==> src/rtl/nn_pkg.sv <==
// nn_pkg
// Shared types for the CNN training scheduler slice.
//   q8_8_t        signed Q8.8 scalar
//   kernel_t      3x3 convolution kernel
//   fc_w_t        four fully-connected weights
//   feature_t     4x4 input feature map
//   sched_state_e scheduler FSM states
//   abs_diff()    |a - b| of two Q8.8 values, computed in 17 bits so it never wraps
package nn_pkg;

    typedef logic signed [15:0] q8_8_t;
    typedef q8_8_t [2:0][2:0] kernel_t;
    typedef q8_8_t [3:0] fc_w_t;
    typedef q8_8_t [3:0][3:0] feature_t;

    typedef enum logic [2:0] {
        ST_IDLE,
        ST_FETCH,
        ST_FWD,
        ST_TRAIN,
        ST_COMMIT,
        ST_DONE,
        ST_ERR
    } sched_state_e;

    localparam int ACC_W = 24;

    // The widest difference is 0x7FFF - (-0x8000) = 0xFFFF, so the magnitude
    // always fits in 16 unsigned bits once the 17-bit difference is negated.
    function automatic logic [15:0] abs_diff(input q8_8_t a, input q8_8_t b);
        logic [16:0] d;
        logic [16:0] n;
        d = {a[15], a} - {b[15], b};
        n = ~d + 17'd1;
        return d[16] ? n[15:0] : d[15:0];
    endfunction

endpackage

==> src/rtl/nn_train_scheduler_done_edge_watch.sv <==
// done_edge_watch
// Rising-edge detector for a pipeline "done" level plus a watchdog counter.
//   clk, rst  clock, synchronous active-low reset
//   active    high while the scheduler waits on this pipeline
//   done      done level from the pipeline
//   rise      done went 0->1 this cycle
//   expired   this is the last waiting cycle before the TIMEOUT budget runs out
module done_edge_watch #(
    parameter int TIMEOUT = 1024
) (
    input  logic clk,
    input  logic rst,
    input  logic active,
    input  logic done,
    output logic rise,
    output logic expired
);

    localparam int CW = $clog2(TIMEOUT + 1);

    logic          done_q;
    logic [CW-1:0] cnt;

    // done_q tracks the level continuously so a level already high on entry
    // never looks like an edge. The counter sits at zero outside the wait
    // state, which makes it restart on every entry.
    always_ff @(posedge clk) begin
        if (!rst) begin
            done_q <= 1'b0;
            cnt    <= '0;
        end else begin
            done_q <= done;
            if (!active)
                cnt <= '0;
            else if (cnt != CW'(TIMEOUT))
                cnt <= cnt + 1'b1;
        end
    end

    assign rise    = done & ~done_q;
    assign expired = active && (cnt >= CW'(TIMEOUT - 1));

endmodule

==> src/rtl/nn_train_scheduler.sv <==
// nn_train_scheduler
// Owns the live CNN parameters and, per sample, runs one forward pass then
// one training step, committing the trained parameters back.
//   clk, rst                         clock, synchronous active-low reset
//   cmd_start / cmd_abort / init_load run control and parameter preload
//   init_*                           preload values for the live parameters
//   smp_valid/smp_ready, smp_*       sample handshake and payload
//   cur_feature, cur_label           held sample for both pipelines
//   kernel, fc_weights, fc_bias      live parameters
//   fwd_start/fwd_done/fwd_output    forward pipeline control and result
//   trn_start/trn_done/trn_*_out     training pipeline control and results
//   busy, run_done, timeout_err      status
//   epoch_idx, sample_idx            progress counters
//   epoch_abs_err                    sum |fwd_output - label| of last epoch
module nn_train_scheduler
    import nn_pkg::*;
#(
    parameter int NUM_SAMPLES = 4,
    parameter int NUM_EPOCHS  = 8,
    parameter int TIMEOUT     = 1024
) (
    input  logic                               clk,
    input  logic                               rst,
    input  logic                               cmd_start,
    input  logic                               cmd_abort,
    input  logic                               init_load,
    input  kernel_t                            init_kernel,
    input  fc_w_t                              init_fc_weights,
    input  q8_8_t                              init_fc_bias,
    input  logic                               smp_valid,
    output logic                               smp_ready,
    input  feature_t                           smp_feature,
    input  q8_8_t                              smp_label,
    output feature_t                           cur_feature,
    output q8_8_t                              cur_label,
    output kernel_t                            kernel,
    output fc_w_t                              fc_weights,
    output q8_8_t                              fc_bias,
    output logic                               fwd_start,
    input  logic                               fwd_done,
    input  q8_8_t                              fwd_output,
    output logic                               trn_start,
    input  logic                               trn_done,
    input  kernel_t                            trn_kernel_out,
    input  fc_w_t                              trn_fc_weights_out,
    input  q8_8_t                              trn_fc_bias_out,
    output logic                               busy,
    output logic                               run_done,
    output logic                               timeout_err,
    output logic [$clog2(NUM_EPOCHS+1)-1:0]    epoch_idx,
    output logic [$clog2(NUM_SAMPLES+1)-1:0]   sample_idx,
    output logic [ACC_W-1:0]                   epoch_abs_err
);

    localparam int EW = $clog2(NUM_EPOCHS + 1);
    localparam int SW = $clog2(NUM_SAMPLES + 1);

    sched_state_e     state;
    logic [ACC_W-1:0] acc;
    logic [ACC_W:0]   acc_sum;
    logic [15:0]      err;
    logic             fwd_rise, fwd_expired, trn_rise, trn_expired;

    done_edge_watch #(.TIMEOUT(TIMEOUT)) u_fwd_watch (
        .clk     (clk),
        .rst     (rst),
        .active  (state == ST_FWD),
        .done    (fwd_done),
        .rise    (fwd_rise),
        .expired (fwd_expired)
    );

    done_edge_watch #(.TIMEOUT(TIMEOUT)) u_trn_watch (
        .clk     (clk),
        .rst     (rst),
        .active  (state == ST_TRAIN),
        .done    (trn_done),
        .rise    (trn_rise),
        .expired (trn_expired)
    );

    assign err     = abs_diff(fwd_output, cur_label);
    assign acc_sum = {1'b0, acc} + {{(ACC_W - 15){1'b0}}, err};

    always_ff @(posedge clk) begin
        if (!rst) begin
            state         <= ST_IDLE;
            smp_ready     <= 1'b0;
            cur_feature   <= '0;
            cur_label     <= '0;
            kernel        <= '0;
            fc_weights    <= '0;
            fc_bias       <= '0;
            fwd_start     <= 1'b0;
            trn_start     <= 1'b0;
            busy          <= 1'b0;
            run_done      <= 1'b0;
            timeout_err   <= 1'b0;
            epoch_idx     <= '0;
            sample_idx    <= '0;
            epoch_abs_err <= '0;
            acc           <= '0;
        end else begin
            fwd_start <= 1'b0;
            trn_start <= 1'b0;
            if (cmd_abort && state != ST_IDLE) begin
                // Abort drops everything in flight; counters, the last epoch
                // metric and the committed parameters survive.
                state       <= ST_IDLE;
                smp_ready   <= 1'b0;
                busy        <= 1'b0;
                run_done    <= 1'b0;
                timeout_err <= 1'b0;
            end else begin
                case (state)
                    ST_IDLE: begin
                        if (init_load) begin
                            kernel     <= init_kernel;
                            fc_weights <= init_fc_weights;
                            fc_bias    <= init_fc_bias;
                        end
                        if (cmd_start) begin
                            sample_idx <= '0;
                            epoch_idx  <= '0;
                            acc        <= '0;
                            run_done   <= 1'b0;
                            busy       <= 1'b1;
                            smp_ready  <= 1'b1;
                            state      <= ST_FETCH;
                        end
                    end
                    ST_FETCH: begin
                        if (smp_valid && smp_ready) begin
                            cur_feature <= smp_feature;
                            cur_label   <= smp_label;
                            smp_ready   <= 1'b0;
                            fwd_start   <= 1'b1;
                            state       <= ST_FWD;
                        end
                    end
                    ST_FWD: begin
                        // An edge during the fwd_start cycle itself cannot be
                        // the answer to this start, so it is ignored.
                        if (fwd_rise && !fwd_start) begin
                            acc       <= acc_sum[ACC_W] ? {ACC_W{1'b1}} : acc_sum[ACC_W-1:0];
                            trn_start <= 1'b1;
                            state     <= ST_TRAIN;
                        end else if (fwd_expired) begin
                            timeout_err <= 1'b1;
                            busy        <= 1'b0;
                            state       <= ST_ERR;
                        end
                    end
                    ST_TRAIN: begin
                        if (trn_rise) begin
                            state <= ST_COMMIT;
                        end else if (trn_expired) begin
                            timeout_err <= 1'b1;
                            busy        <= 1'b0;
                            state       <= ST_ERR;
                        end
                    end
                    ST_COMMIT: begin
                        kernel     <= trn_kernel_out;
                        fc_weights <= trn_fc_weights_out;
                        fc_bias    <= trn_fc_bias_out;
                        if (sample_idx == SW'(NUM_SAMPLES - 1)) begin
                            epoch_abs_err <= acc;
                            acc           <= '0;
                            sample_idx    <= '0;
                            epoch_idx     <= epoch_idx + 1'b1;
                            if (epoch_idx == EW'(NUM_EPOCHS - 1)) begin
                                busy     <= 1'b0;
                                run_done <= 1'b1;
                                state    <= ST_DONE;
                            end else begin
                                smp_ready <= 1'b1;
                                state     <= ST_FETCH;
                            end
                        end else begin
                            sample_idx <= sample_idx + 1'b1;
                            smp_ready  <= 1'b1;
                            state      <= ST_FETCH;
                        end
                    end
                    ST_DONE: begin
                        // A start here launches the next run directly, exactly
                        // as a start from IDLE would.
                        if (cmd_start) begin
                            sample_idx <= '0;
                            epoch_idx  <= '0;
                            acc        <= '0;
                            run_done   <= 1'b0;
                            busy       <= 1'b1;
                            smp_ready  <= 1'b1;
                            state      <= ST_FETCH;
                        end
                    end
                    ST_ERR: begin
                        state <= ST_ERR;
                    end
                    default: begin
                        state <= ST_IDLE;
                    end
                endcase
            end
        end
    end

endmodule

==> config.mk <==
export PLATFORM = sky130hd
export DESIGN_NAME = nn_train_scheduler
export DESIGN_NICKNAME = d
export VERILOG_FILES = /design/src/rtl/nn_pkg.sv /design/src/rtl/nn_train_scheduler_done_edge_watch.sv /design/src/rtl/nn_train_scheduler.sv
export SDC_FILE = /design/constraint.sdc
export NUM_CORES = 1
export LEC_CHECK = 0
export ABC_AREA = 1
export ABC_CLOCK_PERIOD_IN_PS = 3600
export CORE_AREA = 8 8 493 495
export CTS_CLUSTER_SIZE = 28
export DETAILED_ROUTE_END_ITERATION = 10
export DIE_AREA = 0 0 501 503
export GPL_TIMING_DRIVEN = 0
export HOLD_SLACK_MARGIN = 0.08
export PLACE_DENSITY = 0.3
export SKIP_LAST_GASP = 1
export SLEW_MARGIN = 30
export SYNTH_ARGS = -nofsm -noshare
export SYNTH_HDL_FRONTEND = slang
export SYNTH_SLANG_ARGS = --single-unit
==> constraint.sdc <==
create_clock -name clk -period 3.6 [get_ports clk]
set_input_delay 0.36 -clock clk [delete_from_list [all_inputs] [get_ports clk]]
set_output_delay 0.36 -clock clk [all_outputs]
set_load 0.005 [all_outputs]
==> flow_summary.yaml <==
clocking:
  worstSkewPairLatency_ps: 730
  numCtsBuffers: 87
  cts_buffer_depth: 3
  cts_root_buf: "clkbuf_16"
  cts_tree: "done"
  cts.sinks: 584
  path_clk_slew_ps: 60
  clock_tree.htree_level_count: 3
place:
  place.gp.congestion: 0.865
  dp_cells: 7909
  post-dp-hpwl_mm: 198
  detailedPlace.worstSlack_ps: -1810
  port_buffers: 1276
min_path:
  min_delay_path_depth: 3
  worstHoldPathType: "input port to register"
  min_to: "kernel[102]$_SDFFE_PN0P_"
  min-delay-start: "init_kernel[102]"
final_layout:
  area_delta_synth_final_pct: 85.2
  nNetsFinal: 5689
  drive_gt1_share_pct: 10.5
  stdcell_count: 8147
power_and_ir_drop:
  clock_power_share_pct: 31.1
  power_switching_mw: 11.8
  ir_drop_v: 0.000332
  p_leak_nw: 17.9
  pwr-share-seq_pct: 28.1
  combPwrFrac_pct: 40.8
  p_int_mw: 17.8
  netSwitchingFraction_pct: 39.8
  power_density_nw_per_um2: 636
routing:
  vias_per_cell: 3.76
  wirelength_mm: 235
  wl_per_cell_um: 28.8
  drtAntennaViolNets: 0
  drtPass1Iterations: 5
  drc: 0
  drt_iter0_drc: 1853
  vias: 30600
setup_path:
  timing.rr.end: "acc[4]$_SDFFE_PN0P_"
  r2r_start: "cur_label[0]$_SDFFE_PN0P_"
  crit_path_max_incr_delay_ps: 350
  start_kind: "register"
  crit_top_cell: "nand2_4"
  critPathSlowestCell: "fa_2"
  regToRegSetupSlack_ps: -140
  reg2reg_depth: 26
  criticalPathCategory: "register to register"
  worstPathMaxFanout: 8
  cp.arrival_ps: 4380
  end_kind: "register"
  required_ps: 4230
sta:
  slew_violations: 0
  layout_setup_ws_ps: -144
  setup_viol: 24
  fmax_ghz: 0.267
  rsz0062_at_grt: "true"
  skew_ps: 34.7
  worst_slew_pin_slew_ps: 982
  hold-worst-slack_ps: 211
  final.setup.tns_ps: -2250
  max-slew-margin-rel_pct: 34.5
  finalCritPeriodShare_pct: 104
  final_hold_viol_count: 0
  period_minus_slack_ps: 3740
die:
  dieArea_um2: 252000
  start_util_pct: 10.7
  die_y_um: 503
  die_w_um: 501
  rows: 178
  num_io_pins: 1277
  coreArea_um2: 235000
synthesis:
  yosysMostFrequentCell: "nand2_1"
  yosysTopAreaCell: "dfxtp_1"
  ys.flop_type: "dfxtp_1"
  ys_ff_latch: 584
  synth-async-reset-ratio_pct: 0
  yosysTopAreaCellShare_pct: 46.5
  syn-cell-area_um2: 25100
  ys_seq_area_share_pct: 46.5
  synth_common_cells: "752 x nand2_1, 650 x nor2_1, 584 x dfxtp_1, 503 x o21ai_0, 226 x a31oi_1"
  yosysWarnings: 0
  syn_nets: 4269
  synth_edf_count: 0
  synth_area_per_cell_um2: 7.21
  ys_types: 43
  synth_area_leaders: "dfxtp_1 47%, nand2_1 11%, o21ai_0 10%"
  postSynthCellCount: 3482
global_route:
  grt_antenna_before_repair: 171
  gr-total-overflow: 0
  grt_start_max_net_pins: 14
  track_usage_pct: 17.6
  grt_pass1_wl_mm: 301
  first_global_vias: 31000
run_status:
  violations: "negative setup slack"
  status: "finished with violations"
job:
  cap_violations: 0
through the flow:
step / utilization, % / power [mW] / instance area, µm²
2_1_floorplan: - / 12.9 / 25100
3_3_place_gp: 17.8 / 20.1 / 41800
3_5_place_dp: 17.9 / 20.0 / 41900
4_1_cts: 19.6 / 30.1 / 45900
5_1_grt: 19.8 / 31.4 / 46500
6_report: 19.8 / 29.6 / 46500
worst max-delay path, delay by kind of cell (launching register included):
kind | cells | cell delay, ps
buf+inv | 5 | 640
fa+ha+maj | 3 | 770
flops | 1 | 330
simple gates | 14 | 1310
compound gates | 4 | 610
routing by layer:
layer  global-route usage [%]  routed length, µm
met1                     18.7              86200
met4                     3.25               4790
met5                        0                414
met3                     7.23              21800
met2                     33.0             121000
flip-flops by register name, summed over array words and instances, names as in the netlist:
| signal | count |
|---|---|
| kernel | 144 |
| smp_ready | 1 |
| fwd_start | 1 |
| u_trn_watch.cnt | 11 |
| u_trn_watch.done_q | 1 |
| run_done | 1 |
| timeout_err | 1 |
| fc_bias | 16 |
| state | 3 |
| acc | 24 |
| u_fwd_watch.cnt | 11 |
| sample_idx | 3 |
| u_fwd_watch.done_q | 1 |
| fc_weights | 64 |
| cur_feature | 256 |
| cur_label | 16 |
| busy | 1 |
| epoch_abs_err | 24 |
| trn_start | 1 |
| epoch_idx | 4 |
power groups by stage:
stage / Clock (mW) / Sequential [mW] / Combinational, mW
after floorplan: 0 / 8.33 / 4.52
after CTS: 9.61 / 8.33 / 12.2
after detailed placement: 0 / 8.41 / 11.6
final: 9.21 / 8.32 / 12.1
after global placement: 0 / 8.40 / 11.7
after global routing: 9.78 / 8.46 / 13.1
worst max path at each step:
| stage | startpoint | end | slack (ps) | depth (start not counted) |
|---|---|---|---|---|
| after global placement | fwd_output[0] | acc[7]$_SDFFE_PN0P_ | -1860 | 28 |
| after global routing | cur_label[0]$_SDFFE_PN0P_ | acc[0]$_SDFFE_PN0P_ | -350 | 26 |
| final | cur_label[0]$_SDFFE_PN0P_ | acc[4]$_SDFFE_PN0P_ | -140 | 26 |
| after CTS | cur_label[0]$_SDFFE_PN0P_ | acc[0]$_SDFFE_PN0P_ | -150 | 20 |
| after detailed placement | fwd_output[0] | acc[7]$_SDFFE_PN0P_ | -1810 | 28 |
| after floorplan | fwd_output[0] | acc[0]$_SDFFE_PN0P_ | 30 | 27 |
cells by family after synthesis:
| kind of cell | count (synthesis) | synth area share, % |
|---|---|---|
| fa+ha+maj | 43 | 2.20 |
| xor+xnor | 20 | 0.697 |
| buf+inv | 391 | 7.02 |
| flops | 584 | 46.5 |
| simple gates | 1550 | 24.5 |
| compound gates | 894 | 19.1 |
cell type report:
type	instances	area [µm²]
Antenna cell	28	70.1
Buffer	229	1180
Clock buffer	127	2560
Clock inverter	29	440
Fill cell	26500	188000
Inverter	162	627
Multi-Input combinational cell	2507	12800
Sequential cell	584	11700
Tap cell	3150	3940
Timing Repair Buffer	1330	13300
Timing Repair inverter	1	7.51
cells in the final DEF (no fill, tap or decap), drive strengths merged, types with 22 or more instances in the layout:
cell / instances
clkdlybuf4s50: 1276
o21ai: 562
dfxtp: 584
nand4: 22
a21oi: 97
ha: 41
nor2: 655
nand2: 758
diode: 28
a31oi: 226
inv: 163
buf: 161
clkbuf: 249
nand3: 79
timing repair:
action                                  CTS  global route
pin swaps                                65            53
gates cloned                              2             1
endpoints found under the setup margin   24            24
resized for setup                       172            94
hold buffers                              0             0
buffers inserted                         32            20
Note: power is estimated with default switching activity, not from simulation.
